==> src/rtl/synapse_current_gen_if.sv <==
// Spike, weight-write, bias and current-output signals shared between the
// synaptic current generator and whatever drives it.
interface synapse_current_gen_if #(
    parameter int N_IN = 4
);
    logic [N_IN-1:0]    spike_in;
    logic               w_wr_en;
    logic [3:0]         w_wr_addr;
    logic signed [17:0] w_wr_data;
    logic signed [17:0] bias;
    logic signed [17:0] I_out;
    logic               i_valid;
    logic               tick;

    modport master (
        output spike_in, w_wr_en, w_wr_addr, w_wr_data, bias,
        input  I_out, i_valid, tick
    );

    modport slave (
        input  spike_in, w_wr_en, w_wr_addr, w_wr_data, bias,
        output I_out, i_valid, tick
    );
endinterface

==> src/rtl/synapse_current_gen.sv <==
// Converts presynaptic spikes into the Izhikevich neuron's Q1.16 input current,
// updating once per 2^TICK_BITS-cycle window with decay, weighted sum and bias.
//
// state | meaning
// IDLE  | counting spikes, waiting for window counter == 0
// DECAY | acc <= syn - (syn >>> DECAY_SHIFT)
// ACCUM | acc += weight[k] * shadow[k], one input per cycle
// DONE  | commit syn and I_out, pulse i_valid
module synapse_current_gen #(
    parameter int N_IN        = 4,
    parameter int DECAY_SHIFT = 3,
    parameter int TICK_BITS   = 12
) (
    input  logic                  CLOCK_50,
    input  logic                  reset,
    synapse_current_gen_if.slave  bus
);
    localparam int K_W = (N_IN > 1) ? $clog2(N_IN) : 1;

    typedef enum logic [1:0] {IDLE, DECAY, ACCUM, DONE} state_t;

    state_t                 state;
    logic [TICK_BITS-1:0]   win_cnt;
    logic [2:0]             live   [N_IN];
    logic [2:0]             shadow [N_IN];
    logic signed [17:0]     weight [N_IN];
    logic signed [17:0]     syn;
    logic signed [23:0]     acc;
    logic [K_W-1:0]         k;

    logic                   take;
    logic signed [23:0]     syn_ext;
    logic signed [23:0]     decayed;
    logic signed [20:0]     w_ext;
    logic signed [20:0]     c_ext;
    logic signed [20:0]     prod;
    logic signed [17:0]     acc_sat;
    logic signed [17:0]     out_sat;

    function automatic logic signed [17:0] sat18(input logic signed [24:0] v);
        if (v > 25'sd131071)
            return 18'sd131071;
        else if (v < -25'sd131072)
            return -18'sd131072;
        else
            return v[17:0];
    endfunction

    assign take    = (state == IDLE) && (win_cnt == '0);
    assign bus.tick = !reset && (win_cnt == '0);

    always_comb begin
        syn_ext = 24'(syn);
        decayed = syn_ext - (syn_ext >>> DECAY_SHIFT);
        w_ext   = 21'(weight[k]);
        c_ext   = 21'({1'b0, shadow[k]});
        prod    = w_ext * c_ext;
        acc_sat = sat18(25'(acc));
        out_sat = sat18(25'(acc_sat) + 25'(bus.bias));
    end

    always_ff @(posedge CLOCK_50) begin
        if (reset)
            win_cnt <= '0;
        else
            win_cnt <= win_cnt + 1'b1;
    end

    // Addresses at or above N_IN simply match no entry.
    always_ff @(posedge CLOCK_50) begin
        for (int i = 0; i < N_IN; i++) begin
            if (reset)
                weight[i] <= '0;
            else if (bus.w_wr_en && (bus.w_wr_addr == 4'(i)))
                weight[i] <= bus.w_wr_data;
        end
    end

    always_ff @(posedge CLOCK_50) begin
        if (reset) begin
            state       <= IDLE;
            k           <= '0;
            acc         <= '0;
            syn         <= '0;
            bus.I_out   <= '0;
            bus.i_valid <= 1'b0;
            for (int i = 0; i < N_IN; i++) begin
                live[i]   <= '0;
                shadow[i] <= '0;
            end
        end else begin
            bus.i_valid <= 1'b0;
            // A spike in the snapshot cycle belongs to the new window.
            for (int i = 0; i < N_IN; i++) begin
                if (take)
                    live[i] <= {2'b00, bus.spike_in[i]};
                else if (bus.spike_in[i] && (live[i] != 3'd7))
                    live[i] <= live[i] + 3'd1;
            end
            case (state)
                IDLE: begin
                    if (take) begin
                        for (int i = 0; i < N_IN; i++)
                            shadow[i] <= live[i];
                        state <= DECAY;
                    end
                end
                DECAY: begin
                    acc   <= decayed;
                    k     <= '0;
                    state <= ACCUM;
                end
                ACCUM: begin
                    acc <= acc + 24'(prod);
                    k   <= k + 1'b1;
                    if (k == K_W'(N_IN - 1))
                        state <= DONE;
                end
                DONE: begin
                    syn         <= acc_sat;
                    bus.I_out   <= out_sat;
                    bus.i_valid <= 1'b1;
                    state       <= IDLE;
                end
                default: state <= IDLE;
            endcase
        end
    end
endmodule
==> src/flat_wrapper.sv <==
// flat-port wrapper written by rule: the top's interface ports become plain ports
module synapse_current_gen_flat 
#(
    parameter int N_IN        = 4,
    parameter int DECAY_SHIFT = 3,
    parameter int TICK_BITS   = 12
)
  (CLOCK_50, reset, bus_spike_in, bus_w_wr_en, bus_w_wr_addr, bus_w_wr_data, bus_bias, bus_I_out, bus_i_valid, bus_tick);
  synapse_current_gen_if #(.N_IN(N_IN)) bus_i ();
  input  logic CLOCK_50;
  input  logic reset;
  input wire logic [$bits(bus_i.spike_in)-1:0] bus_spike_in;
  input wire logic [$bits(bus_i.w_wr_en)-1:0] bus_w_wr_en;
  input wire logic [$bits(bus_i.w_wr_addr)-1:0] bus_w_wr_addr;
  input wire logic [$bits(bus_i.w_wr_data)-1:0] bus_w_wr_data;
  input wire logic [$bits(bus_i.bias)-1:0] bus_bias;
  output wire logic [$bits(bus_i.I_out)-1:0] bus_I_out;
  output wire logic [$bits(bus_i.i_valid)-1:0] bus_i_valid;
  output wire logic [$bits(bus_i.tick)-1:0] bus_tick;
  assign bus_i.spike_in = bus_spike_in;
  assign bus_i.w_wr_en = bus_w_wr_en;
  assign bus_i.w_wr_addr = bus_w_wr_addr;
  assign bus_i.w_wr_data = bus_w_wr_data;
  assign bus_i.bias = bus_bias;
  assign bus_I_out = bus_i.I_out;
  assign bus_i_valid = bus_i.i_valid;
  assign bus_tick = bus_i.tick;
  synapse_current_gen #(.N_IN(N_IN), .DECAY_SHIFT(DECAY_SHIFT), .TICK_BITS(TICK_BITS)) u_core (.CLOCK_50(CLOCK_50), .reset(reset), .bus(bus_i));
endmodule
==> config.mk <==
export PLATFORM = sky130hd
export DESIGN_NAME = synapse_current_gen_flat
export DESIGN_NICKNAME = d
export VERILOG_FILES = /design/src/rtl/synapse_current_gen_if.sv /design/src/rtl/synapse_current_gen.sv /design/src/flat_wrapper.sv
export SDC_FILE = /design/constraint.sdc
export NUM_CORES = 1
export LEC_CHECK = 0
export CELL_PAD_IN_SITES_DETAIL_PLACEMENT = 1
export CELL_PAD_IN_SITES_GLOBAL_PLACEMENT = 2
export CORE_ASPECT_RATIO = 1.1
export CORE_UTILIZATION = 39
export CTS_CLUSTER_SIZE = 10
export DETAILED_ROUTE_END_ITERATION = 12
export GPL_TIMING_DRIVEN = 0
export HOLD_SLACK_MARGIN = 0.06
export MAX_ROUTING_LAYER = met4
export PLACE_DENSITY_LB_ADDON = 0.3
export SYNTH_ARGS = -nofsm -noshare
export SYNTH_HDL_FRONTEND = slang
export SYNTH_SLANG_ARGS = --single-unit
==> constraint.sdc <==
create_clock -name CLOCK_50 -period 7.9 [get_ports CLOCK_50]
set_input_delay 1.185 -clock CLOCK_50 [delete_from_list [all_inputs] [get_ports CLOCK_50]]
set_output_delay 1.185 -clock CLOCK_50 [all_outputs]
set_load 0.01 [all_outputs]
==> results.cfg <==
[synthesis]
synth_ff_type = edfxtp_1
syn_nets = 1486
yosys-top-cells-count = and2_1 (124), nor2_1 (124), ha_1 (112)
synthTopCellsByArea = edfxtp_1 (23%), dfxtp_1 (13%), ha_1 (11%)
syn_area_per_cell_sq_um = 9.53
synth-edff-count = 96
yosysTopAreaCellShare = 0.232
async_flop_share = 0
yosysSeqAreaShare = 0.359
yosys.area.top_type = edfxtp_1
synthCells = 1306
ys_ff_latch = 175
synth.distinct_cells = 71
synth_warnings = 0
synth.cell_area_sq_um = 12500

[power]
p_per_area_nw_per_um2 = 368
p_leak_nw = 5.93
ir_worst_vdd_uv = 150
p_total_mw = 5.25

[critical_path]
max_stage_delay_ns = 0.70
crit_slowest_cell = mux4_2
crit_family = compound AO/OA/AOI/OAI gates
critical_path_arrival_ns = 7.75
cp_max_fo = 10
critPathBufInv = 4
required_ns = 8.26
endpoint_kind = register
crit_chain = clkbuf_4 -> mux4_2 -> clkbuf_1 -> and2_1 -> ha_1 -> fa_1 -> inv_1 -> fa_1 -> nand2b_1 -> a2111oi_0 -> o21ai_0 -> nand3_1 -> a31o_2 -> a21o_1 -> xnor2_2 -> ha_1 -> clkbuf_1 -> a21o_1 -> a211o_1 -> or3b_2 -> o21ai_1 -> xor2_1 -> xnor3_1 -> a211oi_1
path_class = register to register
startpoint_type = register

[die]
ioPinCount = 67
row_count = 68
fp.coreArea_sq_um = 31400
fp.dieArea_sq_um = 32600
initial_core_util = 0.397
chipHeight_microns = 189
die_w_microns = 172

[finish]
antenna_cells = 0
drive_above_1_share = 0.0599
fin_util = 0.454
nNetsFinal = 1570
final_area_sq_um = 14200
syn_to_final_growth_pct = 14.4
finalNonFillerCells = 1823

[clocking]
clockBufferDepth = 2
postCtsHoldBufs = 0
clkTransAtPathRegs_ns = 0.08
cts-buffers-inserted = 17
cts.sinks = 175
cts_tree = yes
cts-htree-levels = 4
clkLatencyLatePin_ns = 0.44
cts_root_buffer = clkbuf_16

[placed_design]
placed_area_sq_um = 13600
io_buffers = 65
post-place-cells = 1791
place.gp.congestion = 0.817
dp_hpwl_microns = 25100
detailedPlace.worstSlack_ns = -0.191

[route]
postRouteWirelength_microns = 32400
drtIter0Drc = 345
avgViaCountPerCell = 5.27
drc_errors = 0
wl_per_cell_microns = 17.8
antenna_left = 0
dr.pass1.iters = 4
via_count = 9603

[worst_hold_path]
min_path_type = register to register

[timing]
period_needed_ns = 7.39
setup_violations = 0
period_share = 0.936
clock.fmax_ghz = 0.135
tightest_slew_ns = 1.07
drv_slew = 0
rsz0062_at_grt = false
setup_ws_ns = 0.507
relSlewSlack = 0.284
fin_tns_setup_ns = 0
finalClockSkew_ns = 0.0122
finalHoldWorstSlack_ns = 0.464
hold_viol = 0

[global_route]
grt_max_degree = 21
grt_pass1_wl_microns = 52200
grt_use_total = 0.214
antenna_found_initial = 0
overflow = 0
grt_pass1_vias = 9966

[run]
maxCapViolations = 0

[run_status]
status = complete, no violations
## state kept, by name, indices dropped and copies added (netlist names), 12 cells and up, named ones only
register and cells:
u_core.acc 24, u_core.bus.I_out 18, u_core.live 12, u_core.shadow 12
u_core.syn 18, u_core.weight 72, u_core.win_cnt 12
## cells by family (layout without fill, tap and decap cells)
group                      count (synthesis)  after routing  synth area share
and+or+nand+nor                          444            444             0.180
AOI/OAI and AO/OA                        269            269             0.150
adders and majority gates                138            138             0.150
xor gates and xnor gates                  72             72            0.0517
muxes                                     46             46            0.0581
buffers and inverters                    162            259            0.0518
DFF                                      175            175             0.359
## metal layers
metal / part of all wire / GRT usage
met1: 0.48 / 0.281
met2: 0.49 / 0.352
met3: 0.022 / 0.0251
met4: 0.0098 / 0.0473
met5: 0 / -
## path summary, 6_finish.rpt
kind	slack, ns	to	from	depth (start not counted)
max	0.51	u_core.acc[23]	register	24
min	0.46	u_core.win_cnt[0]	u_core.win_cnt[0]	1
max reg2reg	0.51	u_core.acc[23]	register	24
min reg2reg	0.46	u_core.win_cnt[0]	u_core.win_cnt[0]	1
## repair_timing
action	CTS	global route
endpoints found under the setup margin	1	2
resized for setup	2	7
buffers inserted	0	0
pin swaps	0	0
hold endpoints to repair	0	0
## cell type report
type,instances,area [sq um]
sequential,175,4460
clock inverter,14,175
fill,3590,17100
buffer,56,255
clock buffer,18,429
timing repair buffer,65,651
tap,420,526
inverter,106,398
multi-input combinational,969,7350
## cells in the final DEF, fill, tap and decap left out, types with 21 or more instances in the layout
master / instances
clkbuf_1: 41
xor2_1: 31
clkdlybuf4s50_1: 65
edfxtp_1: 96
a211oi_1: 22
mux4_2: 21
a21o_1: 32
fa_1: 21
mux2i_1: 25
ha_1: 112
xnor2_1: 39
and3_1: 23
o21a_1: 28
dfxtp_1: 79
inv_1: 105
a21oi_1: 52
o21ai_0: 39
and2_1: 124
nor3_1: 25
nand2_1: 77
nand3_1: 21
nor2_1: 124
## power by group
| part | total, mW | internal, mW | switching, mW |
|---|---|---|---|
| Clock | 0.892 | 0.480 | 0.412 |
| Sequential | 1.18 | 1.10 | 0.0855 |
| Combinational | 3.17 | 1.29 | 1.88 |
## worst register-to-register path: cells and delay by family (launching register included)
family / cells / cell delay [ns]
compound gates: 8 / 1.99
xor+xnor: 3 / 0.63
fa+ha+maj: 4 / 1.58
buf+inv: 4 / 0.91
flops: 1 / 0.43
mux: 1 / 0.70
simple gates: 4 / 1.05
(Power assumes the default switching activity.)
==> edit 1, RTL diff (same settings) <==
The 4 states of `state_t` get a one-hot encoding in 4 bits.
--- a/src/rtl/synapse_current_gen.sv
+++ b/src/rtl/synapse_current_gen.sv
@@ -18,5 +18,5 @@
     localparam int K_W = (N_IN > 1) ? $clog2(N_IN) : 1;
 
-    typedef enum logic [1:0] {IDLE, DECAY, ACCUM, DONE} state_t;
+    typedef enum logic [3:0] {IDLE = 4'b0001, DECAY = 4'b0010, ACCUM = 4'b0100, DONE = 4'b1000} state_t;
 
     state_t                 state;
Formal check against the unedited RTL: same outputs for any inputs over 10 cycles, from zero or initial values and one cycle with reset high; not proved beyond that.
==> edit 1 against the unedited design <==
  * Critical endpoint unchanged
  * Core utilization fell by 0.29 points
  * Critical path type unchanged
  * First-iteration DRC count rose by 21%
  * Routed wire length rose by 2.2%
  * Worst hold slack got worse by 1.9 ps
  * Design area fell by 0.91%
  * Sequential cell count rose by 2
  * Count of clock-buffer cells in the layout fell by 1
  * Non-clock buffer count fell by 9
  * Synthesized area fell by 0.69%
  * Setup slack improved by 100 ps
  * Critical path depth fell by 1
Power is not compared: it rests on default switching activity, and its combinational part moved more than twofold at a synthesized area within 25%.
==> edit 1: results (changes against the unedited design) <==
| Metric | Value |
|---|---|
| DIE AREA | `32,420 um^2 (was 32,650 um^2)` |
| Area of the multi-input gates | `7289 um^2 (was 7350 um^2)` |
| R2R depth | `23 (was 24)` |
| DRT Pass-1 Iters | `5 (was 4)` |
| Slowest stage cell, crit path | `clkbuf_1 (was mux4_2)` |
| Inverters, non-clock | `108 (was 106)` |
| CP max stage delay | `600 ps (was 700 ps)` |
| Met3 usage | `2.604% (was 2.508%)` |
| Placed cells | `1,795 (was 1,791)` |
| Syn nets | `1,484 (was 1,486)` |
| First-pass GRT wire length | `53,610 um (was 52,210 um)` |
| DR iter-0 viols | `416 (was 345)` |
| Layout Skew | `15.13 ps (was 12.19 ps)` |
| Routability Congestion | `0.8504 (was 0.8172)` |
| Grt met2 use | `36.03% (was 35.17%)` |
| Register-to-register path setup slack | `610 ps (was 510 ps)` |
| #MultiIn Comb | `978 (was 969)` |
| Min Hold Slack | `462.1 ps (was 463.9 ps)` |
| Overall fraction of global-route tracks in use | `22.08% (was 21.39%)` |
| Status | `completed (unchanged)` |
| Port bufs | `66 (was 65)` |
| Post-detail-place hpwl | `25,900 um (was 25,130 um)` |
| Post-synth top cells | `and2_1, ha_1, inv_1, nor2_1, edfxtp_1 (was and2_1, nor2_1, ha_1, inv_1, edfxtp_1)` |
| Distinct cell type count after synthesis | `68 (was 71)` |
| Fillers | `3,680 (was 3,590)` |
| Sequential share of the synthesized area | `36.43% (was 35.85%)` |
| Final WL | `33,100 um (was 32,370 um)` |
| Met2 WL | `16,250 um (was 15,780 um)` |
| Share of cells above drive strength 1 | `5.473% (was 5.987%)` |
| Slew @ Worst Pin | `1007 ps (was 1066 ps)` |
| Sequential share of cell area | `31.91% (was 31.33%)` |
| Clock-cell share of area | `3.855% (was 4.242%)` |
[edit 1: logic make-up after synthesis]
kind of cell,share of synthesized area [%]
multiplexers,4.149
flip-flops,36.43
XOR/XNOR,4.948
AO/OA/AOI/OAI,15.80
buffers and inverters,4.725
AND/OR/NAND/NOR,18.71
adder cells (fa/ha/maj),15.25
[edit 1: how the worst max path moves through the flow]
stage	from	endpoint	slack, ps
4_1_cts	flip-flop	u_core.acc[23]	350
2_1_floorplan	flip-flop	u_core.acc[23]	1400
3_5_place_dp	flip-flop	u_core.acc[23]	400
3_3_place_gp	flip-flop	u_core.acc[23]	510
5_1_grt	flip-flop	u_core.acc[23]	240
6_report	flip-flop	u_core.acc[23]	610
[edit 1: power breakdown]
group / internal, uW / total, uW / switching [uW]
clock: 431 / 815 / 384
sequential: 1030 / 1050 / 27.3
combinational: 426 / 1010 / 586
[edit 1: what timing repair did]
action / CTS / global route
setup endpoints to repair: 0 / 1
setup buffers: 0 / 0
gates resized for setup: 0 / 2
hold endpoints to repair: 0 / 0
==> edit 2, RTL diff (same settings) <==
Without the edit above. `TICK_BITS` is set to 12 in 2 places; all go to 16.
--- a/src/rtl/synapse_current_gen.sv
+++ b/src/rtl/synapse_current_gen.sv
@@ -10,5 +10,5 @@
     parameter int N_IN        = 4,
     parameter int DECAY_SHIFT = 3,
-    parameter int TICK_BITS   = 12
+    parameter int TICK_BITS   = 16
 ) (
     input  logic                  CLOCK_50,
--- a/src/flat_wrapper.sv
+++ b/src/flat_wrapper.sv
@@ -4,5 +4,5 @@
     parameter int N_IN        = 4,
     parameter int DECAY_SHIFT = 3,
-    parameter int TICK_BITS   = 12
+    parameter int TICK_BITS   = 16
 )
   (CLOCK_50, reset, bus_spike_in, bus_w_wr_en, bus_w_wr_addr, bus_w_wr_data, bus_bias, bus_I_out, bus_i_valid, bus_tick);
Formal check against the unedited RTL: no difference found for any inputs over 10 cycles, from zero or initial values and one cycle with reset high; that may be too few to reach the edited logic, so the function may still have changed.
==> edit 2 against the unedited design <==
  * Routed wire length decreased by 0.96%
  * Design area increased by 0.19%
  * Die area increased by 0.74%
  * Sequential cell count increased by 4
  * Maximum frequency increased by 4.2%
  * Synthesized area increased by 0.75%
  * Critical path type unchanged
  * Setup slack improved by 300 ps
  * Sequential power increased by 3%
  * Core utilization about the same
  * Critical endpoint unchanged
  * Total power decreased by 0.65%
==> edit 2: results (changes against the unedited design) <==
| Metric | Value |
|---|---|
| Overall fraction of global-route tracks in use | `21.11% (was 21.39%)` |
| Final WL | `32,060 um (was 32,370 um)` |
| Antenna violations before repair | `0 (unchanged)` |
| Post-detail-place hpwl | `25,150 um (was 25,130 um)` |
| Clock buffer count from CTS | `17 (unchanged)` |
| Vias | `9,642 (was 9,603)` |
| Slew @ Worst Pin | `973.3 ps (was 1066 ps)` |
| Top post-synthesis cells by area | `edfxtp_1, dfxtp_1, ha_1 (unchanged)` |
| PostCTS Resize Cnt | `0 (was 2)` |
| Switching power | `2359 uW (was 2379 uW)` |
| Status | `completed (unchanged)` |
| Largest net degree at the start of global routing | `19 (was 21)` |
| Mapped Cells | `1,300 (was 1,306)` |
| Distinct cell type count after synthesis | `70 (was 71)` |
| Share of cells above drive strength 1 | `5.583% (was 5.987%)` |
| Data arrival time of the worst path | `7410 ps (was 7750 ps)` |
| First-pass GRT wire length | `53,500 um (was 52,210 um)` |
| Fillers | `3,592 (was 3,590)` |
| DR iter-0 viols | `348 (was 345)` |
| Final net count | `1,564 (was 1,570)` |
| Peak VDD IR | `0.0001632 V (was 0.0001500 V)` |
| Number of global-route vias before repair | `10,320 (was 9,966)` |
| Vias per cell | `5.307 (was 5.268)` |
| CP max stage delay | `590 ps (was 700 ps)` |
| CP delay by family, top | `compound AO/OA/AOI/OAI gates (unchanged)` |
| Worst slack at placement | `391.3 ps (was -191.4 ps)` |
| Post-synth top cells | `nor2_1, inv_1, and2_1, ha_1, edfxtp_1 (was and2_1, nor2_1, ha_1, inv_1, edfxtp_1)` |
| Sequential share of the synthesized area | `36.22% (was 35.85%)` |
| Routability Congestion | `0.8058 (was 0.8172)` |
| Leakage | `0.005852 uW (was 0.005928 uW)` |
| Worst hold path type | `flip-flop to flip-flop (unchanged)` |
| Layout Skew | `12.51 ps (was 12.19 ps)` |
| DRT Pass-1 Iters | `5 (was 4)` |
| Slowest stage cell, crit path | `mux4_2 (unchanged)` |
| Syn nets | `1,480 (was 1,486)` |
| Post-CTS Setup Inserts | `0 (unchanged)` |
edit 2: cell count changes after synthesis, sizes merged, moves of 8 or more:
cell	delta
nand2	-24
a211oi	+15
maj3	+12
a311oi	-11
and2	-11
inv	+11
a31oi	-8
and3	+8
edit 2: metrics by stage:
| stage | hold slack (ps) | area, um^2 |
|---|---|---|
| floorplan | 425.8 | 12550 |
| global placement | 442.7 | 13720 |
| detailed placement | 482.0 | 13720 |
| CTS | 491.8 | 14270 |
| global route | 509.0 | 14270 |
| finish | 486.6 | 14270 |
edit 2: worst reg2reg max path, delay by kind of cell (launching register included):
| kind | cells | cell delay [ps] |
|---|---|---|
| simple gates | 5 | 940 |
| flops | 1 | 390 |
| mux | 2 | 730 |
| compound gates | 10 | 2470 |
| buf+inv | 2 | 850 |
| fa+ha+maj | 4 | 1440 |
| xor+xnor | 1 | 140 |
edit 2: kinds of logic after synthesis:
logic type      synth area share (%)
buf+inv                        5.046
fa+ha+maj                      15.91
mux                            5.605
xor+xnor                       4.787
flops                          36.22
simple gates                   17.74
compound gates                 14.69
edit 2: worst paths after layout:
path                                     startpoint                  end  slack (ps)  depth (start not counted)
worst max-delay path                      flip-flop       u_core.acc[23]         810                         24
worst min-delay path            u_core.bus.I_out[6]  u_core.bus.I_out[6]         490                          2
worst max register to register            flip-flop       u_core.acc[23]         810                         24
worst min register to register  u_core.bus.I_out[6]  u_core.bus.I_out[6]         490                          2
edit 2: routing by layer:
layer  global-route usage (%)  part of all wire, %  up-vias
met4                    4.697                  1.1        0
met3                    3.098                  2.5       26
met5                        -                    0        -
met1                    26.59                   47     4721
li1                         -                    -     4792
met2                    35.86                   49      103
edit 2: power by group through the flow:
stage	registers, uW	logic (uW)	clock network, uW
6_report	1220	3170	829
5_1_grt	1230	3570	882
4_1_cts	1220	3200	849
3_5_place_dp	1240	3180	0
3_3_place_gp	1240	3130	0
2_1_floorplan	1210	2400	0
edit 2: cell type report:
cell class                      instances  area share, %
Buffer                                 50          1.402
Inverter                              116          3.050
Sequential cell                       179          31.83
Clock inverter                         15         0.8765
Multi-Input combinational cell        955          51.62
Tap cell                              420          3.681
Timing Repair Buffer                   65          4.558
Clock buffer                           17          2.980
